--- config.mk ---
export PLATFORM = sky130hd
export DESIGN_NAME = cmd_reg_arb
export DESIGN_NICKNAME = d
export VERILOG_FILES = /design/src/rtl/cmd_reg_arb.sv
export SDC_FILE = /design/constraint.sdc
export NUM_CORES = 1
export LEC_CHECK = 0
export ABC_AREA = 1
export CORE_AREA = 4 4 133 135
export DETAILED_ROUTE_END_ITERATION = 10
export DIE_AREA = 0 0 137 139
export PLACE_DENSITY = 0.81
export SYNTH_ARGS = -nofsm -noshare
export SYNTH_HDL_FRONTEND = slang
export SYNTH_SLANG_ARGS = --single-unit
--- constraint.sdc ---
create_clock -name clks -period 1.5 [get_ports clks]
set_input_delay 0.375 -clock clks [delete_from_list [all_inputs] [get_ports clks]]
set_output_delay 0.375 -clock clks [all_outputs]
set_load 0.005 [all_outputs]
--- src/rtl/cmd_reg_arb.sv ---
// cmd_reg_arb: single-transaction arbiter from REQ_NUM requesters onto a shared register bus.
// Define CMD_ARB_RR_EN for round-robin arbitration; without it the lowest requester index wins.
module cmd_reg_arb #(
  parameter int REQ_NUM    = 4,
  parameter int ADDR_WIDTH = 20,
  parameter int RD_LAT     = 1
) (
  input  logic                          clks,
  input  logic                          reset_n,
  input  logic [REQ_NUM-1:0]            req_vld,
  input  logic [REQ_NUM-1:0]            req_wr,
  input  logic [REQ_NUM*ADDR_WIDTH-1:0] req_addr,
  input  logic [REQ_NUM*32-1:0]         req_wdata,
  output logic [REQ_NUM-1:0]            req_ack,
  output logic [31:0]                   req_rdata,
  output logic [ADDR_WIDTH-1:0]         cpu_addr,
  output logic                          cpu_wr,
  output logic                          cpu_rd,
  output logic [31:0]                   cpu_data_in,
  input  logic [31:0]                   cpu_data_out,
  output logic                          arb_busy,
  output logic [2:0]                    arb_gnt_id
);
  typedef enum logic [1:0] {IDLE, ISSUE, WAIT, ACK} state_t;
  state_t                  state_q;
  logic                    wr_q;
  logic [3:0]              cnt_q;
  logic [2:0]              gnt_q;
  logic [REQ_NUM-1:0]      ack_q;
  logic [31:0]             rdata_q;
  logic [31:0]             wdata_q;
  logic [ADDR_WIDTH-1:0]   addr_q;
  logic                    cpu_wr_q;
  logic                    cpu_rd_q;
  logic                    found_d;
  logic                    wr_d;
  logic [2:0]              gnt_d;
  logic [ADDR_WIDTH-1:0]   addr_d;
  logic [31:0]             wdata_d;
`ifdef CMD_ARB_RR_EN
  logic [2:0]              ptr_q;
`endif

  always_comb begin
    int j;
    j       = 0;
    found_d = 1'b0;
    gnt_d   = '0;
    wr_d    = 1'b0;
    addr_d  = '0;
    wdata_d = '0;
    for (int k = 0; k < REQ_NUM; k++) begin
`ifdef CMD_ARB_RR_EN
      j = (int'(ptr_q) + 1 + k) % REQ_NUM;
`else
      j = k;
`endif
      if (!found_d && req_vld[j]) begin
        found_d = 1'b1;
        gnt_d   = 3'(j);
        wr_d    = req_wr[j];
        addr_d  = req_addr[j*ADDR_WIDTH +: ADDR_WIDTH];
        wdata_d = req_wdata[j*32 +: 32];
      end
    end
  end

  always_ff @(posedge clks or negedge reset_n) begin
    if (!reset_n) begin
      state_q  <= IDLE;
      wr_q     <= 1'b0;
      cnt_q    <= '0;
      gnt_q    <= '0;
      ack_q    <= '0;
      rdata_q  <= '0;
      wdata_q  <= '0;
      addr_q   <= '0;
      cpu_wr_q <= 1'b0;
      cpu_rd_q <= 1'b0;
`ifdef CMD_ARB_RR_EN
      ptr_q    <= 3'(REQ_NUM - 1);
`endif
    end else begin
      cpu_wr_q <= 1'b0;
      cpu_rd_q <= 1'b0;
      ack_q    <= '0;
      case (state_q)
        IDLE: if (found_d) begin
          state_q  <= ISSUE;
          wr_q     <= wr_d;
          gnt_q    <= gnt_d;
          addr_q   <= addr_d;
          wdata_q  <= wdata_d;
          cpu_wr_q <= wr_d;
          cpu_rd_q <= ~wr_d;
`ifdef CMD_ARB_RR_EN
          ptr_q    <= gnt_d;
`endif
        end
        ISSUE: if (wr_q || RD_LAT == 1) begin
          state_q <= ACK;
          ack_q   <= REQ_NUM'(1) << gnt_q;
          if (!wr_q) rdata_q <= cpu_data_out;
        end else begin
          state_q <= WAIT;
          cnt_q   <= 4'(RD_LAT - 1);
        end
        // read data is sampled on the edge that is RD_LAT edges after the strobe rose
        WAIT: if (cnt_q == 4'd1) begin
          state_q <= ACK;
          ack_q   <= REQ_NUM'(1) << gnt_q;
          rdata_q <= cpu_data_out;
        end else begin
          cnt_q <= cnt_q - 4'd1;
        end
        default: state_q <= IDLE;
      endcase
    end
  end

  assign req_ack     = ack_q;
  assign req_rdata   = rdata_q;
  assign cpu_addr    = addr_q;
  assign cpu_wr      = cpu_wr_q;
  assign cpu_rd      = cpu_rd_q;
  assign cpu_data_in = wdata_q;
  assign arb_busy    = state_q != IDLE;
  assign arb_gnt_id  = gnt_q;
endmodule

**Yosys cells after proc, flatten, opt, wreduce, memory -nomap -nowiden**

Index checks and enable logic that the tools add are counted.

- Add/subtract/negate cells: 1
- Multipliers: 0
- Div/mod/pow operators: 0
- Magnitude comparators: 0
- Eq/ne operators: 6
- Shift operators: 1
- Muxes and demuxes: 31
- Bitwise operators: 2
- Reduce and logical (&&, ||, !) cells: 13

Operator list:

| cell | number |
|---|---|
| 2-to-1 mux 32 bit | 6 |
| 2-to-1 mux 20 bit | 4 |
| one-hot mux 32 bit (2 select lines) | 1 |
| 2-to-1 mux 1 bit | 13 |
| one-hot mux 4 bit (2 select lines) | 1 |
| 2-to-1 mux 3 bit | 2 |
| inequality test 2 bit, second input constant | 3 |
| one-hot mux 2 bit (3 select lines) | 1 |
| AND reduction 2 bit | 3 |
| == test 4 x 1 -> 1 bit, second input constant | 1 |
| 2-to-1 mux 2 bit | 2 |
| 2-to-1 mux 4 bit | 1 |
| nonzero test 2 bit | 2 |
| left shift 1 x 3 -> 4 bit, first input constant | 1 |
| subtractor 4 x 1 -> 4 bit, second input constant | 1 |
| logical AND 1 bit | 3 |
| zero test 1 bit | 3 |
| AND reduction 3 bit | 1 |
| == test 2 x 1 -> 1 bit, second input constant | 1 |
| == test 2 bit, second input constant | 1 |
| zero test 2 bit | 1 |
| inverter 1 bit | 2 |

- Bits in registers: 100
- Bits in latches: 0
- Memory bits (writable): 0
- Memory bits (read-only): 0
- Bits of input ports: 250
- Output and inout bits: 94
- Word-level logic and storage cells: 64
- Memories: 0

**Longest topological paths before layout**

Gate-level depths: netlist of the first run.

- Depth in word-level cells: 13
- Mapped depth: 9
- Mapped depth without buffers: 7

**Least setup slack after synthesis of the first run**

Ideal clock, no wire load.

- Path type: register to register
- From: reg state_q[0]
- To: reg rdata_q[10] (netlist: req_rdata[10])
- Arrival time: 1268 ps
- Required time: 1383 ps
- Path slack: 115 ps
- Stages on the path, launching flop included: 9
- Buffers on the path: 1
- Period minus slack after synthesis: 1385 ps
- Cell sequence: dfrtp_1 > inv_1 > ha_1 > nor2_1 > a21oi_2 > nand2_1 > buf_2 > nand2_1 > nand2_1

- Cells in the longest elaborated chain, start to end: 3
- Elaborated cells on any way between the ends: 7

Ends and longest elaborated chain:

| element | line | RTL |
|---|---|---|
| start: declaration | 25 | `state_t state_q;` |
| start signal: assignment | 70 | `state_q <= IDLE;` |
| start signal: assignment | 89 | `state_q <= ISSUE;` |
| start signal: assignment | 101 | `state_q <= ACK;` |
| == test 2 x 1 -> 1 bit / == test 2 bit (equally long branches) | 87 | `case (state_q)` |
| inequality test 2 bit (no source line) / nonzero test 2 bit (equally long branches) | - |  |
| AND reduction 3 bit (no source line) | - |  |
| end signal: assignment | 103 | `if (!wr_q) rdata_q <= cpu_data_out;` |
| end signal: assignment | 112 | `rdata_q <= cpu_data_out;` |
| end: declaration | 30 | `logic [31:0] rdata_q;` |

Several ways; a longest one is shown, not always the timed one.
A chain may end at the register's enable or synchronous reset.

**Final worst setup path of the first run**

- From: reg state_q[1]
- To: reg rdata_q[12] (netlist: req_rdata[12])

Same word-level chain as after synthesis.

==> flow_metrics.tcl, run 1 <==
set metrics [dict create \
    status "finished with violations" \
    violations "negative setup slack" \
    fin_util 0.6329 \
    worstPathRequired_ns 1.79 \
    cts_tree "built" \
    synth_edf_count 0 \
    stdcell_count 1467 \
    nets 1498 \
    finalCriticalPeriod_ns 1.523 \
    p_clk_frac 0.159 \
    synth_area_leader_cell "dfrtp_1" \
    gr-total-overflow 0 \
    fin_tns_setup_ns -0.03297 \
    rrSetupSlack_ns -0.02 \
    vdd_drop_max_mv 0.9098 \
    swShare 0.3858 \
    worstMarginPinSlew_ns 0.5326 \
    multiInputGateArea_mm2 0.003047 \
    clock_latency_ns 0.35 \
    grt_pass1_wl_mm 33.96 \
    cp-end-kind "flip-flop" \
    dieArea_mm2 0.01904 \
    path_class "flip-flop to flip-flop" \
    hold_viol_final 0 \
    skew_ns 0.01177 \
    hold_buffers 0 \
    gp_congestion 0.9019 \
    grt_max_degree 100 \
    final_area_mm2 0.01042 \
    holdWs_ns 0.08562 \
    clock_path_buffers 2 \
    start_util 0.3606 \
    min_path_type "input port to async pin" \
    place_ws_ns -0.3131 \
    synth_area_per_cell_um2 6.671 \
    synth_area_leaders "dfrtp_1 (42%), nand2_1 (22%), nand3_1 (17%), nor2_1 (4.7%), inv_1 (4.4%)" \
    rsz0062_at_grt "yes" \
    grt_usage 0.2243 \
    seq_area_frac_synth 0.4173 \
    slowest_delay_ns 0.39 \
    cts-htree-levels 3 \
    seq_area_mm2 0.002477 \
    synth_cells 890 \
    wl_per_cell_um 15.75 \
    ys_ff_latch 99 \
    drc 0 \
    antenna_cells 0 \
    first_pass_iters 5 \
    ys_warn_count 0 \
    clkSinkCount 99 \
    clockRootBuffer "clkbuf_16" \
    fillers 1454 \
    slew_headroom 0.6449 \
    fmax_mhz 656.5 \
    cp_data_arrival_time_ns 1.81 \
    ff2ff_path_depth 9 \
    async_flop_share 1.000 \
    clk_pin_slew_worst_paths_ns 0.08 \
    yosysTopAreaCellShare 0.4173 \
    p_int_mw 9.523 \
    fp.dieW_um 137 \
    ys_top_cells_by_count "nand2_1 (345), nand3_1 (197), dfrtp_1 (99)" \
    rows 47 \
    num_vias 7084 \
    area_growth_pct 75.53 \
    hpwl_mm 17.07 \
    placedInstanceArea_mm2 0.009817 \
    grt_pass1_vias 6625 \
    p_leak_nw 5.414 \
    max-cap-violations 0 \
    worstPathMaxFanout 8 \
    crit_path_start_kind "flip-flop" \
    switchingPower_mw 5.982 \
    syn_area_mm2 0.005937 \
    drive_above_1_share 0.1018 \
    die_y_um 139 \
    power_frac_seq 0.301 \
    crit_path_top_delay_cell "dfrtp_1" \
    drtIter0Drc 326 \
    power_mw 15.50 \
    core_mm2 0.01647 \
    numCtsBuffers 9 \
    drt_wl_total_mm 23.11 \
    fin_ws_ns -0.02323 \
    drt-vias-per-instance 4.829 \
    antenna_found_initial 0 \
    p_per_area_mw_per_mm2 1488 \
    synth_nets 1146 \
    yosysUniqueCellTypes 25 \
    fin_crit_sh 1.015 \
    numPortBuffers 342 \
    maxSlewViolCount 0 \
    cp_cell_sequence "inv_2 -> buf_6 -> ha_4 -> nor2_4 -> a21oi_4 -> buf_6 -> clkbuf_16 -> nand3_1 -> nand2_1" \
    setup_viol 6 \
    timing.rr.start "state_q[1]$_DFFE_PN0P_" \
    combPwrFrac 0.540 \
    placed_cells 1434 \
    yosysMostFrequentCell "nand2_1" \
    cpMostUsedCell "buf_6" \
    antenna_left 0 \
    io_pins 344 \
    synth_ff_type "dfrtp_1" \
    r2r_end "req_rdata[12]$_DFFE_PN0P_" \
]
## per-layer routing
metal / routed length (um) / track usage / vias up / share of wire
met5: 0 / 0 / - / 0
met4: 577 / 0.07983 / 0 / 0.025
met3: 1608 / 0.04173 / 44 / 0.070
met2: 11890 / 0.3976 / 272 / 0.51
met1: 9034 / 0.2682 / 3254 / 0.39
li1: - / - / 3514 / -
## registers in the layout, summed over array words and instances (netlist names)
signal / flops
cpu_addr: 20
cpu_data_in: 32
cpu_rd: 1
req_ack: 4
arb_gnt_id: 2
state_q: 2
wr_q: 1
cnt_q: 4
cpu_wr: 1
req_rdata: 32
## layout by cell type, fill, tap and decap left out, types with 16 or more instances in the layout
| cell | n |
|---|---|
| dlygate4sd2_1 | 92 |
| nand3_2 | 16 |
| dfrtp_1 | 99 |
| nand2_1 | 330 |
| nor2_1 | 73 |
| clkdlybuf4s50_1 | 244 |
| nand3_1 | 182 |
| buf_4 | 39 |
| inv_1 | 65 |
| nand4_1 | 21 |
## power groups by stage
stage | clock (mW) | sequential [mW] | combinational (mW)
6_report | 2.46 | 4.66 | 8.38
2_1_floorplan | 0 | 4.71 | 3.25
5_1_grt | 2.65 | 4.80 | 9.19
3_3_place_gp | 0 | 4.66 | 7.57
3_5_place_dp | 0 | 4.68 | 7.76
4_1_cts | 2.55 | 4.60 | 7.21
## worst max-delay path: cells and delay by family (launching register included)
family | cells | cell delay (ns)
compound gates | 1 | 0.17
flops | 1 | 0.39
simple gates | 3 | 0.20
buf+inv | 4 | 0.54
fa+ha+maj | 1 | 0.17
## worst max path at each step
stage                      startpoint                         end
6_report       state_q[1]$_DFFE_PN0P_   req_rdata[12]$_DFFE_PN0P_
5_1_grt        state_q[1]$_DFFE_PN0P_   req_rdata[12]$_DFFE_PN0P_
4_1_cts        state_q[0]$_DFFE_PN0P_                    arb_busy
3_5_place_dp               req_vld[3]     cpu_addr[6]$_DFFE_PN0P_
3_3_place_gp               req_vld[3]  cpu_data_in[1]$_DFFE_PN0P_
2_1_floorplan  state_q[0]$_DFFE_PN0P_   req_rdata[10]$_DFFE_PN0P_
## final cells by class
cell class | instances | area share
Tap cell | 220 | 0.02641
Inverter | 71 | 0.02557
Clock buffer | 9 | 0.02161
Sequential cell | 99 | 0.2377
Multi-Input combinational cell | 657 | 0.2924
Clock inverter | 7 | 0.009005
Timing Repair Buffer | 404 | 0.3873
## repair_timing
item | in CTS | in global routing
gates cloned | 0 | 6
setup buffers | 11 | 0
pin swaps | 0 | 23
endpoints found under the setup margin | 125 | 72
hold endpoints to repair | 0 | 0
resized for setup | 93 | 54
## logic make-up after synthesis
| group | Yosys count | synth area share |
|---|---|---|
| fa+ha+maj | 6 | 0.01264 |
| buf+inv | 134 | 0.09989 |
| xor+xnor | 3 | 0.004427 |
| flops | 99 | 0.4173 |
| compound gates | 6 | 0.006534 |
| simple gates | 641 | 0.4586 |
| other cells | 1 | 0.0006316 |
Power figures use the tool's default switching activity.
==> run 2: changes to the inputs <==
ABC_AREA = not set   (was 1)
GPL_TIMING_DRIVEN = 0   (was not set)
PLACE_DENSITY = 0.77   (was 0.81)
==> flow_metrics.tcl, run 2 <==
set metrics [dict create \
    clk_pin_slew_worst_paths_ns 0.07 \
    status "finished with violations" \
    critPathTopFamily "flip-flops" \
    cp_data_arrival_time_ns 1.92 \
    drive_above_1_share 0.2454 \
    crit_path_top_delay_cell "dfrtp_1" \
    yosysUniqueCellTypes 41 \
    wl_per_cell_um 20.89 \
    grtUsageMet1 0.2649 \
    gp_congestion 0.8610 \
    clock_latency_ns 0.35 \
    ys_ff_latch 99 \
    cts-htree-levels 3 \
    fin_util 0.6350 \
    async_flop_share 1.000 \
    final_cell_mix "clkdlybuf4s50_1 (244), dfrtp_1 (97), dlygate4sd2_1 (93)" \
    dieArea_mm2 0.01904 \
    p_clk_frac 0.154 \
    clock_path_buffers 2 \
    path_class "flip-flop to flip-flop" \
    rows 47 \
    cts_tree "built" \
    fmax_mhz 591.0 \
    met2_usage 0.3981 \
    die_y_um 139 \
    grt-busiest-layer "met2" \
    hold_viol_final 0 \
    worstPathRequired_ns 1.73 \
    max-cap-violations 0 \
    grt_pass1_vias 5848 \
    final_common_cell "clkdlybuf4s50_1" \
    multiInputGateArea_mm2 0.003065 \
    clockRootBuffer "clkbuf_16" \
    numPortBuffers 339 \
    num_vias 5952 \
    power_frac_seq 0.282 \
    slew_headroom 0.6006 \
    start_util 0.3245 \
    final_area_mm2 0.01046 \
    drc 0 \
    slowest_delay_ns 0.42 \
    finalCriticalPeriod_ns 1.692 \
    synth_area_leader_cell "dfrtp_1" \
    cp-end-kind "flip-flop" \
    synth_area_leaders "dfrtp_1 (46%), a221o_1 (9.7%), a21oi_1 (8.1%), mux2_2 (7.2%), nor2_1 (4.1%)" \
    vdd_drop_max_mv 0.8854 \
    fp.dieW_um 137 \
    p_leak_nw 4.387 \
    first_pass_iters 4 \
    cp_cell_sequence "buf_4 -> ha_4 -> o21ai_4 -> o211a_4 -> buf_6 -> mux2_4" \
    synth_nets 794 \
    io_pins 344 \
    ys_top_cells_by_count "dfrtp_1 (99), a21oi_1 (86), nor2_1 (58)" \
    gr-usage-met3 0.06640 \
    ys_warn_count 0 \
    syn_area_mm2 0.005343 \
    drt-vias-per-instance 5.158 \
    p_int_mw 11.09 \
    worstMarginPinSlew_ns 0.5991 \
    drt_wl_total_mm 24.11 \
    rrSetupSlack_ns -0.19 \
    combPwrFrac 0.564 \
    switchingPower_mw 5.741 \
    rsz0062_at_grt "yes" \
    fillers 1324 \
    violations "negative setup slack" \
    seq_area_frac_synth 0.4637 \
    seq_area_mm2 0.002480 \
    core_mm2 0.01647 \
    synth_ff_type "dfrtp_1" \
    gr-total-overflow 0 \
    antenna_left 0 \
    fin_crit_sh 1.128 \
    yosysMostFrequentCell "dfrtp_1" \
    fin_ws_ns -0.1921 \
    grt_pass1_wl_mm 33.42 \
    worstPathMaxFanout 6 \
    grt_max_degree 62 \
    numCtsBuffers 9 \
    synth_edf_count 0 \
    synth_area_per_cell_um2 9.931 \
    synth_cells 538 \
    setup_viol 50 \
    placedInstanceArea_mm2 0.009313 \
    yosysTopAreaCellShare 0.4637 \
    area_growth_pct 95.71 \
    crit_path_start_kind "flip-flop" \
    maxSlewViolCount 0 \
    antenna_found_initial 1 \
    nets 1184 \
    min_path_type "input port to async pin" \
    clkSinkCount 99 \
    skew_ns 0.01009 \
    drtIter0Drc 310 \
    swShare 0.3410 \
    grt_usage 0.2290 \
    hpwl_mm 17.73 \
    critPathBufInv 2 \
    p_per_area_mw_per_mm2 1610 \
]
==> run 2: cell types whose count changed after synthesis, moves of 20 or more <==
cell	previous run	this run
nand3_1	197	2
o21ai_0	2	22
buf_2	39	7
inv_1	69	25
nand2_1	345	26
nand4_1	21	0
mux2_2	0	34
a211oi_1	0	21
a221o_1	0	52
a21oi_1	1	86
==> run 2: through the flow <==
| stage | setup WS (ns) | TNS [ns] | hold WS (ns) | std cells | power [mW] |
|---|---|---|---|---|---|
| 2_1_floorplan | -0.1605 | -6.596 | 0.07941 | 538 | 8.564 |
| 3_3_place_gp | -3.851 | -428.17 | 0.4585 | 1097 | 12.55 |
| 3_5_place_dp | -0.7436 | -49.20 | 0.4129 | 1098 | 12.76 |
| 4_1_cts | -0.2602 | -7.186 | 0.03352 | 1144 | 15.95 |
| 5_1_grt | -0.2325 | -9.728 | 0.05509 | 1154 | 17.82 |
| 6_report | -0.1921 | -5.866 | 0.01727 | 1154 | 16.83 |
==> run 2: routing by layer <==
| layer | share of wire | wire, um | up-vias |
|---|---|---|---|
| met3 | 0.095 | 2288 | 41 |
| met1 | 0.37 | 9015 | 2863 |
| li1 | - | - | 2763 |
| met2 | 0.50 | 12060 | 285 |
| met5 | 0 | 0 | - |
| met4 | 0.031 | 742 | 0 |
==> run 2: what timing repair did <==
item | 4_1_cts | 5_1_grt
hold buffers | 0 | 0
gates resized for setup | 140 | 85
endpoints found under the setup margin | 184 | 91
pin swaps | 6 | 14
cloned | 1 | 7
hold endpoints to repair | 0 | 0
buffers inserted | 29 | 4
==> run 2: cells by family after synthesis <==
family,Yosys count,synth area share
AND/OR/NAND/NOR,98,0.08408
AO/OA/AOI/OAI,221,0.2860
buffers and inverters,76,0.07471
flip-flops,99,0.4637
other,1,0.0007019
adder cells (fa/ha/maj),6,0.01405
XOR/XNOR,2,0.003279
multiplexers,35,0.07354
==> run 2: final cells by class <==
type,instances,area share
Clock inverter,6,0.009214
Inverter,26,0.009573
Antenna cell,1,0.0002393
Timing Repair Buffer,380,0.3589
Buffer,49,0.04356
Tap cell,220,0.02633
Clock buffer,10,0.02190
Multi-Input combinational cell,363,0.2932
Sequential cell,99,0.2372
==> run 2: path summary, 6_finish.rpt <==
kind                                         from                   endpoint  depth (start not counted)
max                        state_q[1]$_DFFE_PN0P_  req_rdata[14]$_DFFE_PN0P_                          6
min                                       reset_n   cpu_addr[16]$_DFFE_PN0P_                          1
max reg2reg                state_q[1]$_DFFE_PN0P_  req_rdata[14]$_DFFE_PN0P_                          6
min reg2reg                  cnt_q[3]$_DFFE_PN0P_       cnt_q[3]$_DFFE_PN0P_                          1
max in group asynchronous                 reset_n  arb_gnt_id[0]$_DFFE_PN0P_                          2
min in group clks            cnt_q[3]$_DFFE_PN0P_       cnt_q[3]$_DFFE_PN0P_                          1
==> run 2: power groups by stage <==
stage / clock, mW / combinational, mW / sequential (mW)
final: 2.60 / 9.49 / 4.75
after global routing: 2.75 / 10.2 / 4.89
after global placement: 0 / 7.79 / 4.76
after CTS: 2.64 / 8.59 / 4.72
after detailed placement: 0 / 7.93 / 4.83
after floorplan: 0 / 3.75 / 4.81
==> run 2: worst reg2reg max path: stages (launching register included) <==
cell and delay (ns):
dfrtp_1 0.42, buf_4 0.17, ha_4 0.18, o21ai_4 0.07, o211a_4 0.26, buf_6 0.17
mux2_4 0.31
==> run 3: changes to the inputs <==
CAP_MARGIN = 0   (was not set)
==> results of run 3 <==
Same layout as run 2: the final DEF is identical, and so are final timing and power.
==> RTL change 1 (config.mk and constraints of run 2) <==
`REQ_NUM`: 4 -> 5.
--- a/src/rtl/cmd_reg_arb.sv
+++ b/src/rtl/cmd_reg_arb.sv
@@ -3,3 +3,3 @@
 module cmd_reg_arb #(
-  parameter int REQ_NUM    = 4,
+  parameter int REQ_NUM    = 5,
   parameter int ADDR_WIDTH = 20,
Ports: changed (5 resized); port bits go from 344 to 399. The function was not compared with the original's and may differ.
==> RTL change 1 against run 2 <==
The flow still finishes with violations (setup timing); highest routed layer unchanged; critical path type unchanged; via count increased by 35%; total power grew 13%; area after synthesis up 19%; combinational power rose by 21%; worst setup slack lost 0.059 ns; cell area is 24% higher; routed wire length rose by 38%; sequential cell count is 2 higher.
==> RTL change 1: results (changes against run 2) <==
antenna violations before repair 1 (unchanged); PortBufs 397 (+17%); 1st-pass router iterations 5 (+1); CP max FO 10 (+4); Inserted Clock Buffers 9 (unchanged); clock transition at the registers of the reported paths around 0.08 ns; Syn. warnings 0 (unchanged); largest net degree at the start of global routing 55 (-11%); root buffer cell clkbuf_16; sequential share of the synthesized area 39.60% (-6.8 points); Syn Nets 1048 (+32%); GPL Wtd Cong 0.9495 (+10%); Initial DRC Count 445 (+44%); H-tree levels 3 (unchanged); leading area contributor after synthesis dfrtp_1; post-synth cell types 42 (+2.4%); ratio of cells with drive above 1 in the final layout 29.45% (+4.9 points); Area after DPL 10760 µm² (+16%); # setup viols final 92 (+84%); failing checks setup timing; worst setup skew after layout 0.007707 ns (-0.002383 ns); Critical Path AT 2.00 ns (+0.08 ns); Peak VDD IR 0.9091 mV (+2.7%); Avg WL per Cell 23.07 µm (+10%); Leakage 5.467 nW (+25%); largest buffer count on any clock path 2 (unchanged); asr flop ratio synth 100.0% (unchanged); worst min-delay path class input pin to async pin; filler cell count 1120 (-15%); post-place setup slack -1.196 ns (-0.4527 ns); status complete, but fails checks; half-perimeter wire length after placement 23.28 mm (+31%); final setup TNS -11.33 ns (-5.459 ns); Synth area leaders dfrtp_1 40%, nand2_1 6.2%, a21oi_1 6.2%; Final WS setup -0.2511 ns (-0.05905 ns); commonest cells in the netlist 106 x nand2_1, 101 x dfrtp_1, 79 x a21oi_1; Final nets 1524 (+29%); Clk Latency, worst-skew pair around 0.36 ns; first-pass GRT wire length 47.93 mm (+43%); worst-margin pin slew 0.6234 ns (+0.02429 ns); global-route usage over all layers 32.91% (+10 points); vias 8032 (+35%)
RTL change 1: cell types whose count changed after synthesis, moves of 16 or more:
| cell | run 2 | this run |
|---|---|---|
| a211o_1 | 0 | 24 |
| a211oi_2 | 0 | 23 |
| a21oi_2 | 20 | 0 |
| a221o_1 | 52 | 28 |
| a31oi_1 | 0 | 24 |
| clkbuf_1 | 21 | 37 |
| nand2_1 | 26 | 106 |
| nand2b_1 | 1 | 27 |
| nand3_1 | 2 | 26 |
| nor2_1 | 58 | 34 |
| nor3_1 | 1 | 29 |
RTL change 1: cell families after synthesis:
family	share of synthesized area [%]
AOI/OAI and AO/OA	28.41
xor gates and xnor gates	0.2745
adders and majority gates	1.176
buffers and inverters	7.430
DFF	39.60
muxes	6.156
and+or+nand+nor	16.96
RTL change 1: repair_timing:
item                       in CTS  in global routing
gates resized for setup       328                131
setup endpoints to repair     192                 98
pin swaps                      43                 52
cloned                         11                  4
setup buffers                  46                  9
RTL change 1: report_power, final:
part	switching [W]	internal [W]	leakage, nW
sequential	0.000912	0.00408	1.19
clock	0.00124	0.00136	0.160
combinational	0.00491	0.00656	4.12
RTL change 1: per-stage QoR:
step                      hold slack [ns]  utilization [%]  instances
after floorplan                   0.07941                -        738
after global placement             0.4634            65.19       1355
after detailed placement           0.4221            65.34       1356
after CTS                         0.03489            74.84       1427
after global routing              0.07323            78.57       1440
final                             0.01816            78.57       1440
RTL change 1: layout make-up:
type / instances / share of cell area (%)
clock inverter: 7 / 0.7930
inverter: 36 / 1.083
multi-input combinational: 530 / 33.12
sequential: 101 / 19.56
antenna: 1 / 0.01934
buffer: 69 / 4.942
clock buffer: 9 / 1.741
timing repair buffer: 467 / 36.61
tap: 220 / 2.128
RTL change 1: worst paths after layout:
kind	from	to	cells after the start	slack [ns]
min in group clks	cpu_data_in[14]	cpu_data_in[14]	2	0.48
setup reg to reg	cnt_q[1]	req_rdata[26]	7	-0.25
setup / recovery	cnt_q[1]	req_rdata[26]	7	-0.25
hold reg to reg	cpu_data_in[14]	cpu_data_in[14]	2	0.48
hold / removal	reset_n	req_rdata[13]	1	0.02
max in group asynchronous	reset_n	arb_gnt_id[1]	2	0.74
RTL change 1: metal layers:
metal | GRT usage, % | part of all wire (%) | up-vias
met5 | 0 | 0 | -
met4 | 14.60 | 4.7 | 0
met3 | 9.470 | 9.2 | 105
met2 | 56.16 | 50 | 460
met1 | 37.93 | 36 | 3841
li1 | - | - | 3626
RTL change 1: critical path: stages (launching register included):
cell,delay [ns]
dfrtp_1,0.41
inv_2,0.08
ha_4,0.14
nand2b_4,0.06
o21ai_4,0.14
o211a_4,0.28
buf_8,0.18
mux2_2,0.34
==> RTL change 2 (config.mk and constraints of run 2) <==
Without the edit above. The 4 states of `state_t` get a one-hot encoding in 4 bits.
--- a/src/rtl/cmd_reg_arb.sv
+++ b/src/rtl/cmd_reg_arb.sv
@@ -23,3 +23,3 @@
 );
-  typedef enum logic [1:0] {IDLE, ISSUE, WAIT, ACK} state_t;
+  typedef enum logic [3:0] {IDLE = 4'b0001, ISSUE = 4'b0010, WAIT = 4'b0100, ACK = 4'b1000} state_t;
   state_t                  state_q;
Formal check against the unedited RTL: same outputs for any inputs over 4 cycles, from zero or initial values and one cycle with reset_n low; so few cycles prove little.
==> RTL change 2 against run 2 <==
The run still ends with setup timing left; total power shrank 21%; worst setup slack lost 0.16 ns; routed wire length shrank 10%; synthesized cell count shrank 1.7%; area after synthesis shrank 4.2%; cell area shrank 12%; sequential cell count shrank 3; worst hold slack gained 0.47 ns; maximum frequency shrank 8.7%; critical path type unchanged; largest cell class unchanged.
==> RTL change 2: results (changes against run 2) <==
status complete, but fails checks; failing checks setup timing; Ant. Diodes 0 (-1); Initial DRC Count 264 (-15%); sequential share of the synthesized area 46.97% (+0.60 points); slowest stage delay, CP 0.52 ns (+0.10 ns); PortBufs 341 (+0.59%); Met2 Wirelength 11.18 mm (-7.3%); # setup viols final 67 (+34%); half-perimeter wire length after placement 17.00 mm (-4.1%); worst-margin pin slew 0.5772 ns (-0.02189 ns); antenna violations before repair 2 (+1); ratio of cells with drive above 1 in the final layout 13.24% (-11 points); Final WS setup -0.3532 ns (-0.1611 ns); worst min-delay path class register to register; commonest cells in the netlist 95 x dfrtp_1, 61 x nand2_1, 59 x nor2_1; Worst path slowest cell dfstp_2; Synth top area share 46.45% (+0.085 points); worst setup skew after layout 0.009317 ns (-0.0007727 ns); final WL 21.69 mm (-10%); wire length on met1 8.288 mm (-8.1%); GPL Wtd Cong 0.8257 (-4.1%); Net Sw Frac 33.43% (-0.68 points); Syn Nets 779 (-1.9%); post-synth cell types 30 (-27%); Syn Inst Count 529 (-1.7%); first-pass GRT wire length 31.66 mm (-5.3%)
## RTL change 2: cell count changes after synthesis, moves of 22 or more
cell / run 2 / this run
nand2_1: 26 / 61
a21oi_1: 86 / 0
o21ai_0: 22 / 0
a211o_1: 0 / 47
a221oi_1: 0 / 46
a31oi_1: 0 / 52
a221o_1: 52 / 0
inv_1: 25 / 48
buf_2: 7 / 29
## RTL change 2: what timing repair did
item | 4_1_cts | 5_1_grt
pin swaps | 0 | 1
gates cloned | 1 | 3
endpoints found under the hold margin | 27 | 0
setup endpoints to repair | 182 | 91
hold buffers | 1 | 0
resized for setup | 120 | 14
buffers inserted | 5 | 2
## RTL change 2: path summary, 6_finish.rpt
check                               from              end  slack (ns)  depth (start not counted)
max                           state_q[0]             wr_q       -0.35                          5
min                        arb_gnt_id[0]       req_ack[2]        0.49                          1
max reg2reg                   state_q[0]             wr_q       -0.35                          5
min reg2reg                arb_gnt_id[0]       req_ack[2]        0.49                          1
max in group asynchronous        reset_n       state_q[0]        0.24                          3
min in group asynchronous        reset_n  cpu_data_in[20]        0.52                          2
## RTL change 2: worst reg2reg max path: stages, from the launching register on
cell,delay [ns]
dfstp_2,0.52
or3b_4,0.41
buf_12,0.15
a21oi_4,0.16
buf_4,0.20
mux2_4,0.30
## RTL change 2: power groups by stage
stage	clock [W]	combinational [W]	sequential, W
floorplan	0	0.00259	0.00465
global placement	0	0.00662	0.00457
detailed placement	0	0.00674	0.00464
CTS	0.00245	0.00630	0.00455
global route	0.00258	0.00690	0.00470
finish	0.00241	0.00629	0.00454
## RTL change 2: metrics by stage
| step | instances | power (W) | setup TNS, ns | hold WS [ns] |
|---|---|---|---|---|
| floorplan | 529 | 0.007237 | -3.999 | 0.07941 |
| global placement | 1090 | 0.01119 | -395.29 | 0.4871 |
| detailed placement | 1091 | 0.01138 | -49.16 | 0.3555 |
| CTS | 1114 | 0.01330 | -21.13 | 0.5045 |
| global route | 1119 | 0.01418 | -26.91 | 0.5148 |
| finish | 1119 | 0.01324 | -19.35 | 0.4912 |
## RTL change 2: logic make-up (layout without fill, tap and decap cells)
kind of cell / count (synthesis) / in the layout / share of synthesized area, %
simple gates: 137 / 137 / 11.22
buf+inv: 101 / 471 / 9.437
compound gates: 161 / 161 / 25.04
other cells: 1 / 1 / 0.07328
flops: 96 / 96 / 46.97
mux: 33 / 33 / 7.262
## RTL change 2: layout make-up
cell class / count / area (µm²)
fillers: 1500 / 7233
repair buffers: 354 / 3436
flip-flops and latches: 96 / 2406
multi-input cells: 332 / 2258
plain buffers: 53 / 367.9
well taps: 220 / 275.3
clock buffers: 12 / 256.5
inverters: 48 / 180.2
clock inverters: 4 / 52.55
